--- config.mk ---
export PLATFORM = sky130hd
export DESIGN_NAME = crc8_frame_check
export DESIGN_NICKNAME = d
export VERILOG_FILES = /design/src/rtl/crc8_frame_check.sv
export SDC_FILE = /design/constraint.sdc
export NUM_CORES = 1
export LEC_CHECK = 0
export CORE_MARGIN = 1
export CORE_UTILIZATION = 52
export CTS_CLUSTER_SIZE = 28
export DETAILED_ROUTE_END_ITERATION = 12
export GPL_TIMING_DRIVEN = 1
export PLACE_DENSITY_LB_ADDON = 0.08
export SETUP_SLACK_MARGIN = 0.05
export SLEW_MARGIN = 10
export SYNTH_ARGS = -nofsm -noshare
export SYNTH_HDL_FRONTEND = slang
export SYNTH_SLANG_ARGS = --single-unit
--- constraint.sdc ---
create_clock -name clk -period 2.3 [get_ports clk]
set_input_delay 0.46 -clock clk [delete_from_list [all_inputs] [get_ports clk]]
set_output_delay 0.46 -clock clk [all_outputs]
set_load 0.02 [all_outputs]
--- src/rtl/crc8_frame_check.sv ---
// crc8_frame_check: receive-side CRC-8 frame checker (poly 0x07, init 0x00,
// MSB first, no reflection, no final XOR). The last byte of each frame is the
// transmitter's CRC, so a correct frame leaves a residue of 0x00.
// Optional build macro: CRC8_CHK_PARALLEL_EN folds the eight bit-steps of a
// byte into a single SHIFT cycle; results are identical to the serial engine.
module crc8_frame_check #(
  parameter int unsigned MAX_BYTES = 255
) (
  input  logic       clk,
  input  logic       rst_n,
  input  logic       clr,
  input  logic [7:0] in_data,
  input  logic       in_valid,
  input  logic       in_last,
  output logic       in_ready,
  output logic       done,
  output logic       crc_ok,
  output logic       len_err,
  output logic [7:0] residue,
  output logic [7:0] byte_cnt
);

  typedef enum logic [1:0] {IDLE, SHIFT, DONE} state_t;

  localparam logic [7:0] MAX_B = 8'(MAX_BYTES);

  state_t     state_q;
  logic [7:0] data_q;
  logic       last_q;
  logic [7:0] residue_q;
  logic [7:0] residue_d;
  logic [7:0] byte_cnt_q;
  logic       new_frame_q;
  logic       in_ready_q;
  logic       done_q;
  logic       crc_ok_q;
  logic       len_err_q;
  logic [7:0] cnt_base;
  logic [7:0] cnt_inc;
  logic       len_base;
  logic       shift_final;
  logic       short_frame;
`ifndef CRC8_CHK_PARALLEL_EN
  logic [2:0] bit_idx_q;
`endif

  // One CRC bit-step: shift left, fold in the polynomial when the feedback is set.
  function automatic logic [7:0] crc_step(input logic [7:0] r, input logic b);
    logic fb;
    fb = r[7] ^ b;
    return {r[6:0], 1'b0} ^ (fb ? 8'h07 : 8'h00);
  endfunction

  // Next residue for the current SHIFT cycle and whether it finishes the byte.
  always_comb begin
    residue_d = residue_q;
`ifdef CRC8_CHK_PARALLEL_EN
    for (int unsigned i = 0; i < 8; i++) begin
      residue_d = crc_step(residue_d, data_q[3'(7 - i)]);
    end
    shift_final = 1'b1;
`else
    residue_d   = crc_step(residue_q, data_q[bit_idx_q]);
    shift_final = (bit_idx_q == 3'd0);
`endif
  end

  // Frame bookkeeping: the first byte of a frame counts from a cleared state.
  always_comb begin
    cnt_base    = new_frame_q ? '0 : byte_cnt_q;
    len_base    = new_frame_q ? 1'b0 : len_err_q;
    cnt_inc     = (cnt_base == 8'hFF) ? cnt_base : cnt_base + 8'd1;
    short_frame = (byte_cnt_q < 8'd2);
  end

  // Control FSM with registered outputs; clr overrides any accept on the same edge.
  always_ff @(posedge clk or negedge rst_n) begin
    if (!rst_n) begin
      state_q     <= IDLE;
      data_q      <= '0;
      last_q      <= 1'b0;
      residue_q   <= '0;
      byte_cnt_q  <= '0;
      new_frame_q <= 1'b1;
      in_ready_q  <= 1'b1;
      done_q      <= 1'b0;
      crc_ok_q    <= 1'b0;
      len_err_q   <= 1'b0;
`ifndef CRC8_CHK_PARALLEL_EN
      bit_idx_q   <= '0;
`endif
    end else if (clr) begin
      state_q     <= IDLE;
      data_q      <= '0;
      last_q      <= 1'b0;
      residue_q   <= '0;
      byte_cnt_q  <= '0;
      new_frame_q <= 1'b1;
      in_ready_q  <= 1'b1;
      done_q      <= 1'b0;
      crc_ok_q    <= 1'b0;
      len_err_q   <= 1'b0;
`ifndef CRC8_CHK_PARALLEL_EN
      bit_idx_q   <= '0;
`endif
    end else begin
      case (state_q)
        IDLE: begin
          if (in_valid && in_ready_q) begin
            data_q      <= in_data;
            last_q      <= in_last;
            byte_cnt_q  <= cnt_inc;
            len_err_q   <= len_base | (cnt_base >= MAX_B);
            new_frame_q <= 1'b0;
            in_ready_q  <= 1'b0;
            state_q     <= SHIFT;
`ifndef CRC8_CHK_PARALLEL_EN
            bit_idx_q   <= 3'd7;
`endif
            if (new_frame_q) begin
              residue_q <= '0;
              crc_ok_q  <= 1'b0;
            end
          end
        end
        SHIFT: begin
          residue_q <= residue_d;
`ifndef CRC8_CHK_PARALLEL_EN
          bit_idx_q <= bit_idx_q - 3'd1;
`endif
          if (shift_final) begin
            if (last_q) begin
              // Result is registered together with the done pulse so it is valid from done onward.
              state_q   <= DONE;
              done_q    <= 1'b1;
              len_err_q <= len_err_q | short_frame;
              crc_ok_q  <= (residue_d == '0) && !len_err_q && !short_frame;
            end else begin
              state_q    <= IDLE;
              in_ready_q <= 1'b1;
            end
          end
        end
        DONE: begin
          done_q      <= 1'b0;
          in_ready_q  <= 1'b1;
          new_frame_q <= 1'b1;
          state_q     <= IDLE;
        end
        default: begin
          state_q    <= IDLE;
          in_ready_q <= 1'b1;
          done_q     <= 1'b0;
        end
      endcase
    end
  end

  assign in_ready = in_ready_q;
  assign done     = done_q;
  assign crc_ok   = crc_ok_q;
  assign len_err  = len_err_q;
  assign residue  = residue_q;
  assign byte_cnt = byte_cnt_q;

endmodule
Word level (Yosys, flattened, before mapping)
Cells that the tools add are included.

operators by class
  $add $sub $neg = 2
  multipliers = 0
  div/mod/pow operators = 0
  order comparisons = 3
  eq/ne operators = 9
  shift-type cells = 0
  mux-type cells = 49
  bitwise gates (word level) = 4
  reduce and logical (&&, ||, !) cells = 21

operators by type and width
  cell                                                count
  2-to-1 mux 8 bit                                    11
  2-to-1 mux 1 bit                                    22
  one-hot mux 8 bit (2 select lines)                  1
  != test 3 bit, second input constant                5
  one-hot mux 1 bit (2 select lines)                  5
  2-to-1 mux 3 bit                                    3
  AND reduction 3 bit                                 3
  adder 8 x 1 -> 8 bit, second input constant         1
  equality test 8 bit, second input constant          1
  >= comparator 8 bit, second input constant          1
  zero test 8 bit                                     1
  < comparator 8 x 2 -> 1 bit, second input constant  1
  2-to-1 mux 2 bit                                    4
  AND reduction 2 bit                                 4
  bitwise XOR 8 x 3 -> 8 bit                          1
  one-hot mux 3 bit (2 select lines)                  1
  nonzero test 3 bit                                  2
  AND reduction 5 bit                                 1
  < comparator 3 x 4 -> 1 bit, second input constant  1
  one-hot mux 2 bit (2 select lines)                  1
  AND reduction 4 bit                                 1
  nonzero test 2 bit                                  2
  binary-select mux 1 bit (select 3 bit)              1
  logical AND 1 bit                                   3
  other kinds (9)                                     11

storage, ports and cells
  bits in registers = 35
  bits in latches = 0
  bits in writable memories = 0
  bits in read-only memories = 0
  memories kept = 0

Logic depth before layout (Yosys ltp)
Gate-level depths: netlist of the first run.

  depth after elaboration = 12
  mapped depth = 9
  depth with buffers taken out = 8

Least setup slack after synthesis of the first run
No wires, ideal clock.

  path type = reg2reg
  from = register bit_idx_q[1]
  to = register crc_ok_q, in the netlist crc_ok
  library setup time = 66 ps
  data arrival time = 1937 ps
  path slack = 297 ps
  cell stages (with the launch flop) = 9
  buffers on the path = 1
  cells stage by stage = dfrtp_1 > buf_4 > mux2i_1 > mux4_2 > xor2_1 > ha_1 > nor4b_1 > o2111a_1 > a22o_1

on the way
  longest elaborated chain between the ends = 12
  elaborated cells between the ends (all ways) = 15
  those cells by class = eq/ne: 1; mux: 7; bitwise: 2; reduce/logical: 5

ends and longest elaborated chain
  what                                    line  text
  start: declaration                      44    logic [2:0] bit_idx_q;
  start signal: assignment                129   bit_idx_q <= bit_idx_q - 3'd1;
  binary-select mux 1 bit (select 3 bit)  63    residue_d = crc_step(residue_q, data_q[bit_idx_q]);
  2-to-1 mux 1 bit (not written as such)  63
  bitwise XOR 1 bit                       50    fb = r[7] ^ b;
  2-to-1 mux 3 bit                        51    return {r[6:0], 1'b0} ^ (fb ? 8'h07 : 8'h00);
  bitwise XOR 8 x 3 -> 8 bit              51
  zero test 8 bit                         137   crc_ok_q <= (residue_d == '0) && !len_err_q && !short_frame;
  logical AND 1 bit (2 in series)         137
  2-to-1 mux 1 bit                        132   if (last_q) begin
  2-to-1 mux 1 bit                        131   if (shift_final) begin
  one-hot mux 1 bit (2 select lines)      107   case (state_q)
  2-to-1 mux 1 bit                        92    end else if (clr) begin
  end signal: assignment                  137
  end: declaration                        36    logic crc_ok_q;

Parallel ways exist; a longest one is shown, timed or not. The select of a mux whose other input is x is not followed.
A chain may end at the register's enable or synchronous reset.

Worst setup path after layout of the first run
  from = register new_frame_q
  to = register byte_cnt_q[3], in the netlist byte_cnt[3]

on the way
  longest elaborated chain between the ends = 6
  elaborated cells between the ends (all ways) = 7
  those cells by class = add/sub: 1; eq/ne: 1; mux: 5

ends and longest elaborated chain
  what                                                         line  text
  start: declaration                                           33    logic new_frame_q;
  start signal: assignment                                     84    new_frame_q <= 1'b1;
  start signal: assignment                                     98    new_frame_q <= 1'b1;
  start signal: assignment                                     114   new_frame_q <= 1'b0;
  2-to-1 mux 8 bit (*)                                         70    cnt_base = new_frame_q ? '0 : byte_cnt_q;
  adder 8 x 1 -> 8 bit or equality test 8 bit (tied branches)  72    cnt_inc = (cnt_base == 8'hFF) ? cnt_base : cnt_base + 8'd1;
  2-to-1 mux 8 bit (*)                                         72
  2-to-1 mux 8 bit (*)                                         109   if (in_valid && in_ready_q) begin
  2-to-1 mux 8 bit (*)                                         107
  2-to-1 mux 8 bit (*)                                         92
  end signal: assignment                                       112   byte_cnt_q <= cnt_inc;
  end: declaration                                             32    logic [7:0] byte_cnt_q;

Mark *: on every way between the ends. The rest lies on a longest branch, timed or not. The select of a mux whose other input is x is not followed.

==> results_dict.tcl, run 1 <==
set metrics [dict create \
    layout_common_cells "dfrtp_1, clkdlybuf4s50_1, a22o_1" \
    rows 21 \
    ys_warn_count 0 \
    critical-path-slowest-cell "dfstp_2" \
    path_max_fanout 8 \
    synthesis.area_mm2 0.00184 \
    slew_headroom 0.545 \
    grt_util_all_layers 0.262 \
    cts_sinks 35 \
    overflow 0 \
    core-area_mm2 0.00336 \
    dp_slack_ps 143 \
    synth-edff-count 0 \
    drtAntennaViolNets 0 \
    layout.nets 223 \
    grt_pass1_wl_mm 7.14 \
    finalClockSkew_ps 13.3 \
    rsz0062_at_grt "no" \
    async_reset_ff_frac 1.00 \
    crit_type "flip-flop to flip-flop" \
    drc 0 \
    clock_path_buffers 2 \
    holdBufCountCts 0 \
    yosys.area.top_type "dfrtp_1" \
    io_pins 33 \
    grt_max_degree 36 \
    slowest_delay_ps 620 \
    clock_latency_ps 350 \
    gp_congestion 0.926 \
    hp-class "primary input to async pin" \
    post_drt_via_cell_ratio 6.06 \
    period_share 0.909 \
    final_cell_count_no_fill 253 \
    cp.required_ps 2580 \
    syn2layout_area_growth_pct 24.6 \
    die-area_mm2 0.00379 \
    drv_slew 0 \
    wl_per_cell_um 16.8 \
    yosys-top-cells-area "dfrtp_1, a22o_1, dfstp_2" \
    tightest_slew_ps 677 \
    holdWs_ps 508 \
    nFillCells 286 \
    cp.arrival_ps 2370 \
    start_util 0.548 \
    synth_top_cell_area_share 0.448 \
    cp-start-kind "flip-flop" \
    regArea_um2 880 \
    cts_root_buf "clkbuf_4" \
    synth_cell_types 47 \
    crit_buf_inv 2 \
    rr_startpoint "new_frame_q$_DFFE_PN1P_" \
    power.density_mw_per_mm2 554 \
    multi_input_area_um2 902 \
    tns_ps 0 \
    crit_start "new_frame_q$_DFFE_PN1P_" \
    antenna_found_initial 0 \
    cp_common_cell "inv_1" \
    place_hpwl_mm 2.99 \
    syn_inst 168 \
    syn_area_per_cell_um2 11.0 \
    p_leak_nw 0.997 \
    first_pass_iters 4 \
    die_x_um 61.5 \
    min_period_ps 2090 \
    peakVddDrop_mv 0.299 \
    placed_cells 243 \
    crit_chain "inv_1 -> nand2_1 -> inv_1 -> ha_1 -> nand4_1 -> nor2_2 -> or4b_1 -> nand3_1" \
    cts_tree "done" \
    htreeDepth 2 \
    ys_seq_area_frac 0.477 \
    final_util 0.683 \
    die_h_um 61.5 \
    synth-seq-cells 35 \
    fmax_mhz 478 \
    cp-end-kind "flip-flop" \
    numCtsBuffers 5 \
    drive_gt1_frac 0.140 \
    fin_ws_ps 210 \
    drt_iter0_markers 115 \
    finalWirelength_mm 4.24 \
    io_buffers 32 \
    syn_nets 185 \
    outcome "finished clean" \
    hold_viol 0 \
    ys.flop_type "dfrtp_1" \
    clk_pin_slew_ps 110 \
    diodes 0 \
    setup_viol 0 \
    vias 1533 \
    cp_top_family "simple AND/OR/NAND/NOR gates" \
    maxCapViolations 0 \
    grt_pass1_vias 1493 \
]
[what timing repair did]
item | CTS | global route
endpoints found under the setup margin | 0 | 5
setup buffers | 0 | 2
resized for setup | 0 | 4
[cell families (layout without fill, tap and decap cells)]
| kind of cell | count (synthesis) | count (layout) | share of synthesized area |
|---|---|---|---|
| buffers and inverters | 17 | 56 | 0.0428 |
| XOR/XNOR | 3 | 3 | 0.0143 |
| AO/OA/AOI/OAI | 54 | 54 | 0.228 |
| flip-flops | 35 | 35 | 0.477 |
| adder cells (fa/ha/maj) | 4 | 4 | 0.0272 |
| multiplexers | 6 | 6 | 0.0394 |
| AND/OR/NAND/NOR | 49 | 49 | 0.172 |
[cells in the mapped netlist (all sizes together) (2+ instances only)]
cell type	number
a21o	3
a211oi	5
inv	9
o21ai	5
nor2b	3
or4b	2
buf	5
nand2b	2
dfstp	2
a21boi	2
clkbuf	3
nand4	2
ha	4
mux2i	5
nand3b	4
o22ai	2
nand4b	2
nand2	8
nor4	2
a21oi	7
dfrtp	33
a22o	19
nor3	5
xnor2	2
nand3	3
nor2	11
o211ai	2
o2bb2ai	2
[path summary, 6_finish.rpt]
kind / end / slack (ps) / cells after the start
worst max-delay path: byte_cnt[3]$_DFFE_PN0P_ / 210 / 8
worst min-delay path: byte_cnt[4]$_DFFE_PN0P_ / 510 / 2
worst max register to register: byte_cnt[3]$_DFFE_PN0P_ / 210 / 8
worst min register to register: data_q[4]$_DFFE_PN0P_ / 510 / 1
max in group asynchronous: new_frame_q$_DFFE_PN1P_ / 1450 / 2
min in group clk: data_q[4]$_DFFE_PN0P_ / 510 / 1
[state kept, by name, summed over array words and instances, names as in the netlist]
name         flops
byte_cnt         8
crc_ok           1
bit_idx_q        3
data_q           8
new_frame_q      1
done             1
in_ready         1
residue          8
state_q          2
len_err          1
last_q           1
[metrics by stage]
| stage | cell area [µm²] | power (mW) |
|---|---|---|
| final | 2300 | 1.27 |
| after global routing | 2300 | 1.34 |
| after CTS | 2260 | 1.27 |
| after detailed placement | 2210 | 0.948 |
| after global placement | 2210 | 0.938 |
| after floorplan | 1840 | 0.856 |
[cell type report]
type,instances,share of cell area
Sequential cell,35,0.383
Timing Repair Buffer,39,0.162
Clock inverter,1,0.00218
Multi-Input combinational cell,116,0.393
Tap cell,46,0.0251
Clock buffer,7,0.0196
Inverter,9,0.0147
[report_power, final]
| part | leakage, nW | total (mW) | internal [mW] | switching (mW) |
|---|---|---|---|---|
| sequential | 0.471 | 0.694 | 0.650 | 0.0435 |
| clock | 0.0293 | 0.325 | 0.119 | 0.206 |
| combinational | 0.496 | 0.252 | 0.123 | 0.130 |
[metal layers]
layer | GRT usage | wire length, µm | vias up
li1 | - | - | 711
met1 | 0.348 | 1830 | 761
met2 | 0.422 | 2120 | 55
met3 | 0.0630 | 242 | 6
met4 | 0.0825 | 51 | 0
met5 | 0 | 0 | -
Power figures use the tool's default switching activity.
==> run 2, diff against run 1 <==
Settings changed: ABC_AREA set to 0, MAX_ROUTING_LAYER set to met4.
==> run 2 against run 1 <==
Non-clock buffer count decreased by 1. Sequential share of layout area increased by 0.13 points. Clock power increased by 9.2%. Routed wire length decreased by 3.6%. Clock skew decreased by 4.3 ps. Register-to-register slack got worse by 30 ps. Hold slack got worse by 7.8 ps. Sequential cell count unchanged. Worst setup slack got worse by 32 ps. Global-route usage increased by 0.56 points. Largest cell class unchanged. Largest power group unchanged. First-iteration DRC count decreased by 36%. Die area unchanged. Critical endpoint unchanged.
==> results_dict.tcl, run 2 (synthesis results as in run 1) <==
set metrics [dict create \
    cp.required_ps 2580 \
    grt_max_degree 36 \
    cp_common_cell "inv_1" \
    first_pass_iters 4 \
    critical-path-slowest-cell "dfstp_2" \
    drc 0 \
    rows 21 \
    reg2reg_depth 8 \
    worst-r2r-setup-slack_ps 180 \
    cp.depth 8 \
    grt_pass1_wl_mm 7.03 \
    clock_path_buffers 2 \
    layout.nets 222 \
    fmax_mhz 471 \
    tightest_slew_ps 730 \
    cp.arrival_ps 2410 \
    cts_tree "done" \
    rr_startpoint "new_frame_q$_DFFE_PN1P_" \
    cp-start-kind "flip-flop" \
    drtAntennaViolNets 0 \
    crit_start "new_frame_q$_DFFE_PN1P_" \
    maxCapViolations 0 \
    setup_viol 0 \
    antenna_found_initial 0 \
    gp_congestion 0.879 \
    final_cell_count_no_fill 252 \
    hold_viol 0 \
    clk_pin_slew_ps 110 \
    numCtsBuffers 5 \
    peakVddDrop_mv 0.445 \
    placed_cells 244 \
    diodes 0 \
    layout_common_cells "dfrtp_1, clkdlybuf4s50_1, a22o_1" \
    nFillCells 279 \
    cts_root_buf "clkbuf_4" \
    overflow 0 \
    slowest_delay_ps 660 \
    power.density_mw_per_mm2 566 \
    outcome "finished clean" \
    place_hpwl_mm 2.92 \
    tns_ps 0 \
    postCtsResizedCells 0 \
    period_share 0.923 \
    syn2layout_area_growth_pct 24.2 \
    die_h_um 61.5 \
    crit_buf_inv 2 \
    grt_util_all_layers 0.267 \
    p_total_mw 1.30 \
    drv_slew 0 \
    grt_pass1_vias 1533 \
    crit_chain "inv_1 -> nand2_1 -> inv_1 -> ha_1 -> nand4_1 -> nor2_1 -> or4b_1 -> nand3_1" \
    die_x_um 61.5 \
    core-area_mm2 0.00336 \
    crit_type "flip-flop to flip-flop" \
    hp-class "primary input to async pin" \
    die-area_mm2 0.00379 \
    wl_per_cell_um 16.2 \
    slew_headroom 0.509 \
    drt_iter0_markers 74 \
    min_period_ps 2120 \
    rsz0062_at_grt "no" \
    post_drt_via_cell_ratio 6.05 \
    io_buffers 32 \
    p_leak_nw 0.998 \
    vias 1524 \
    cts_setup_buffers 0 \
    path_max_fanout 9 \
    htreeDepth 2 \
    holdBufCountCts 0 \
    finalWirelength_mm 4.09 \
    finalClockSkew_ps 9.02 \
    cts_sinks 35 \
    drive_gt1_frac 0.131 \
    start_util 0.548 \
    clock_latency_ps 350 \
    io_pins 33 \
    cp-end-kind "flip-flop" \
    final_util 0.680 \
    cp_top_family "simple AND/OR/NAND/NOR gates" \
]
-- run 2: changes by cell type in the layout (fill, tap and decap cells not counted) --
cell | before | now
xor2_2 | 1 | 0
clkbuf_1 | 2 | 1
xor2_1 | 0 | 1
clkbuf_8 | 0 | 1
buf_4 | 7 | 6
nor2_1 | 10 | 11
nor2_2 | 1 | 0
-- run 2: final timing paths --
check	to
worst max-delay path	byte_cnt[3]$_DFFE_PN0P_
worst max register to register	byte_cnt[3]$_DFFE_PN0P_
max in group asynchronous	new_frame_q$_DFFE_PN1P_
worst min register to register	data_q[3]$_DFFE_PN0P_
min in group clk	data_q[3]$_DFFE_PN0P_
worst min-delay path	byte_cnt[7]$_DFFE_PN0P_
-- run 2: final cells by class --
type,instances,area [µm²],area share
clock inverter,1,5.00,0.00219
timing repair buffer,38,365,0.160
tap,46,57.6,0.0252
sequential,35,880,0.384
inverter,9,33.8,0.0148
multi-input combinational,116,892,0.390
clock buffer,7,55.1,0.0241
-- run 2: where the power goes --
| group | switching [mW] | total (mW) | internal (mW) |
|---|---|---|---|
| clock network | 0.207 | 0.355 | 0.148 |
| logic | 0.126 | 0.244 | 0.118 |
| registers | 0.0460 | 0.696 | 0.650 |
-- run 2: worst reg2reg max path: stages, from the launching register on --
cell	delay [ps]
dfstp_2	660
inv_1	140
nand2_1	110
inv_1	50
ha_1	190
nand4_1	180
nor2_1	140
or4b_1	490
nand3_1	100
-- run 2: routing by layer --
layer	wire length [µm]	GRT usage	vias to the layer above
li1	-	-	706
met3	224	0.0672	7
met4	71	0.140	0
met2	1980	0.392	61
met1	1820	0.341	750
met5	0	-	-
-- run 2: metrics by stage --
step	setup WS, ps	instance area [µm²]	hold slack, ps
final	178	2290	500
after global routing	93.0	2290	547
after CTS	137	2280	515
after detailed placement	140	2220	496
after global placement	203	2220	488
after floorplan	297	1840	164
==> run 3, diff against run 2 <==
Settings changed: CORE_UTILIZATION 52 to 25.
==> run 3 against run 2 <==
Core utilization shrank 34 points. Largest power group unchanged. Non-clock buffer count rose by 1. Global-route usage down 13 points. Clock skew about the same. Largest cell class unchanged. Critical path depth shrank 1. Total power rose by 6.0%. Highest routed layer unchanged. Sequential cell count is the same.
==> results_dict.tcl, run 3 (synthesis results as in run 1) <==
set metrics [dict create \
    outcome "finished clean" \
    die_h_um 87.9 \
    min_period_ps 2090 \
    crit_chain "mux2i_1 -> mux4_2 -> xor2_2 -> ha_1 -> nor4b_1 -> o2111a_1 -> a22o_1" \
    numCtsBuffers 5 \
    clock_path_buffers 2 \
    cp_top_family "multiplexers" \
    crit_buf_inv 0 \
    antenna_found_initial 0 \
    met2_usage 0.186 \
    met3_usage 0.0434 \
    layout.nets 223 \
    finalWirelength_mm 4.59 \
    grt_util_all_layers 0.135 \
    maxCapViolations 0 \
    cp-end-kind "flip-flop" \
    nFillCells 700 \
    regArea_um2 880 \
    postCtsResizedCells 0 \
    cts_setup_buffers 0 \
    cts_root_buf "clkbuf_8" \
    period_share 0.908 \
    wl_per_cell_um 15.1 \
    cts_sinks 35 \
    drtAntennaViolNets 0 \
    tns_ps 0 \
    layout_common_cells "dfrtp_1, clkdlybuf4s50_1, a22o_1" \
    cp-start-kind "flip-flop" \
    tightest_slew_ps 684 \
    overflow 0 \
    grt_pass1_wl_mm 7.48 \
    fmax_mhz 479 \
    finalClockSkew_ps 9.43 \
    holdBufCountCts 0 \
    cp.arrival_ps 2320 \
    syn2layout_area_growth_pct 29.1 \
    drive_gt1_frac 0.126 \
    diodes 0 \
    fin_ws_ps 212 \
    vias 1471 \
    rsz0062_at_grt "no" \
    clk_pin_slew_ps 70 \
    slew_headroom 0.540 \
    core-area_mm2 0.00694 \
    drt_iter0_markers 134 \
    first_pass_iters 4 \
    io_pins 33 \
    gp_congestion 0.783 \
    drv_slew 0 \
    htreeDepth 2 \
    placed_cells 295 \
    power.density_mw_per_mm2 577 \
    setup_viol 0 \
    p_leak_nw 1.01 \
    hold_viol 0 \
    start_util 0.265 \
    post_drt_via_cell_ratio 4.85 \
    die-area_mm2 0.00772 \
    crit_type "flip-flop to flip-flop" \
    grt_pass1_vias 1430 \
    path_max_fanout 6 \
    peakVddDrop_mv 0.247 \
    place_hpwl_mm 3.29 \
    dp_slack_ps 146 \
    rows 30 \
    io_buffers 32 \
    critical-path-slowest-cell "mux4_2" \
    grt.busiest_layer "met1" \
    drc 0 \
    final_cell_count_no_fill 303 \
    cp.required_ps 2530 \
    clock_latency_ps 290 \
    cts_tree "done" \
    hp-class "flip-flop to flip-flop" \
    grt_max_degree 36 \
    slowest_delay_ps 520 \
    multi_input_area_um2 893 \
    gr-usage-met1 0.190 \
    die_x_um 87.9 \
]
-- run 3: area by class of cell --
type / count / area share
multi-input combinational: 116 / 0.375
sequential: 35 / 0.370
timing repair buffer: 39 / 0.157
tap: 96 / 0.0505
clock buffer: 8 / 0.0336
inverter: 9 / 0.0142
-- run 3: final timing paths --
| check | startpoint | to | slack, ps | cells after the start |
|---|---|---|---|---|
| min in group asynchronous | rst_n | byte_cnt[4]$_DFFE_PN0P_ | 590 | 2 |
| worst min register to register | data_q[0]$_DFFE_PN0P_ | data_q[0]$_DFFE_PN0P_ | 510 | 1 |
| worst min-delay path | data_q[0]$_DFFE_PN0P_ | data_q[0]$_DFFE_PN0P_ | 510 | 1 |
| max in group asynchronous | rst_n | in_ready$_DFFE_PN1P_ | 1360 | 2 |
| worst max register to register | bit_idx_q[1]$_DFFE_PN0P_ | crc_ok$_DFFE_PN0P_ | 210 | 7 |
| worst max-delay path | bit_idx_q[1]$_DFFE_PN0P_ | crc_ok$_DFFE_PN0P_ | 210 | 7 |
-- run 3: power breakdown --
| part | switching (mW) | leakage [nW] | internal [mW] | total, mW |
|---|---|---|---|---|
| sequential | 0.0456 | 0.471 | 0.651 | 0.697 |
| clock | 0.215 | 0.0395 | 0.215 | 0.430 |
| combinational | 0.127 | 0.495 | 0.119 | 0.246 |
-- run 3: metal layers --
layer,vias to the layer above,wire length [µm],part of all wire
li1,707,-,-
met1,724,2340,0.51
met2,36,1990,0.43
met3,4,216,0.047
met4,0,46,0.010
met5,-,0,0
-- run 3: metrics by stage --
| step | instance area (µm²) | hold WS, ps | power [mW] | utilization |
|---|---|---|---|---|
| 4_1_cts | 2370 | 512 | 1.40 | 0.341 |
| 5_1_grt | 2380 | 527 | 1.46 | 0.343 |
| 3_5_place_dp | 2290 | 495 | 0.955 | 0.330 |
| 2_1_floorplan | 1840 | 164 | 0.856 | - |
| 3_3_place_gp | 2290 | 497 | 0.954 | 0.330 |
| 6_report | 2380 | 507 | 1.37 | 0.343 |
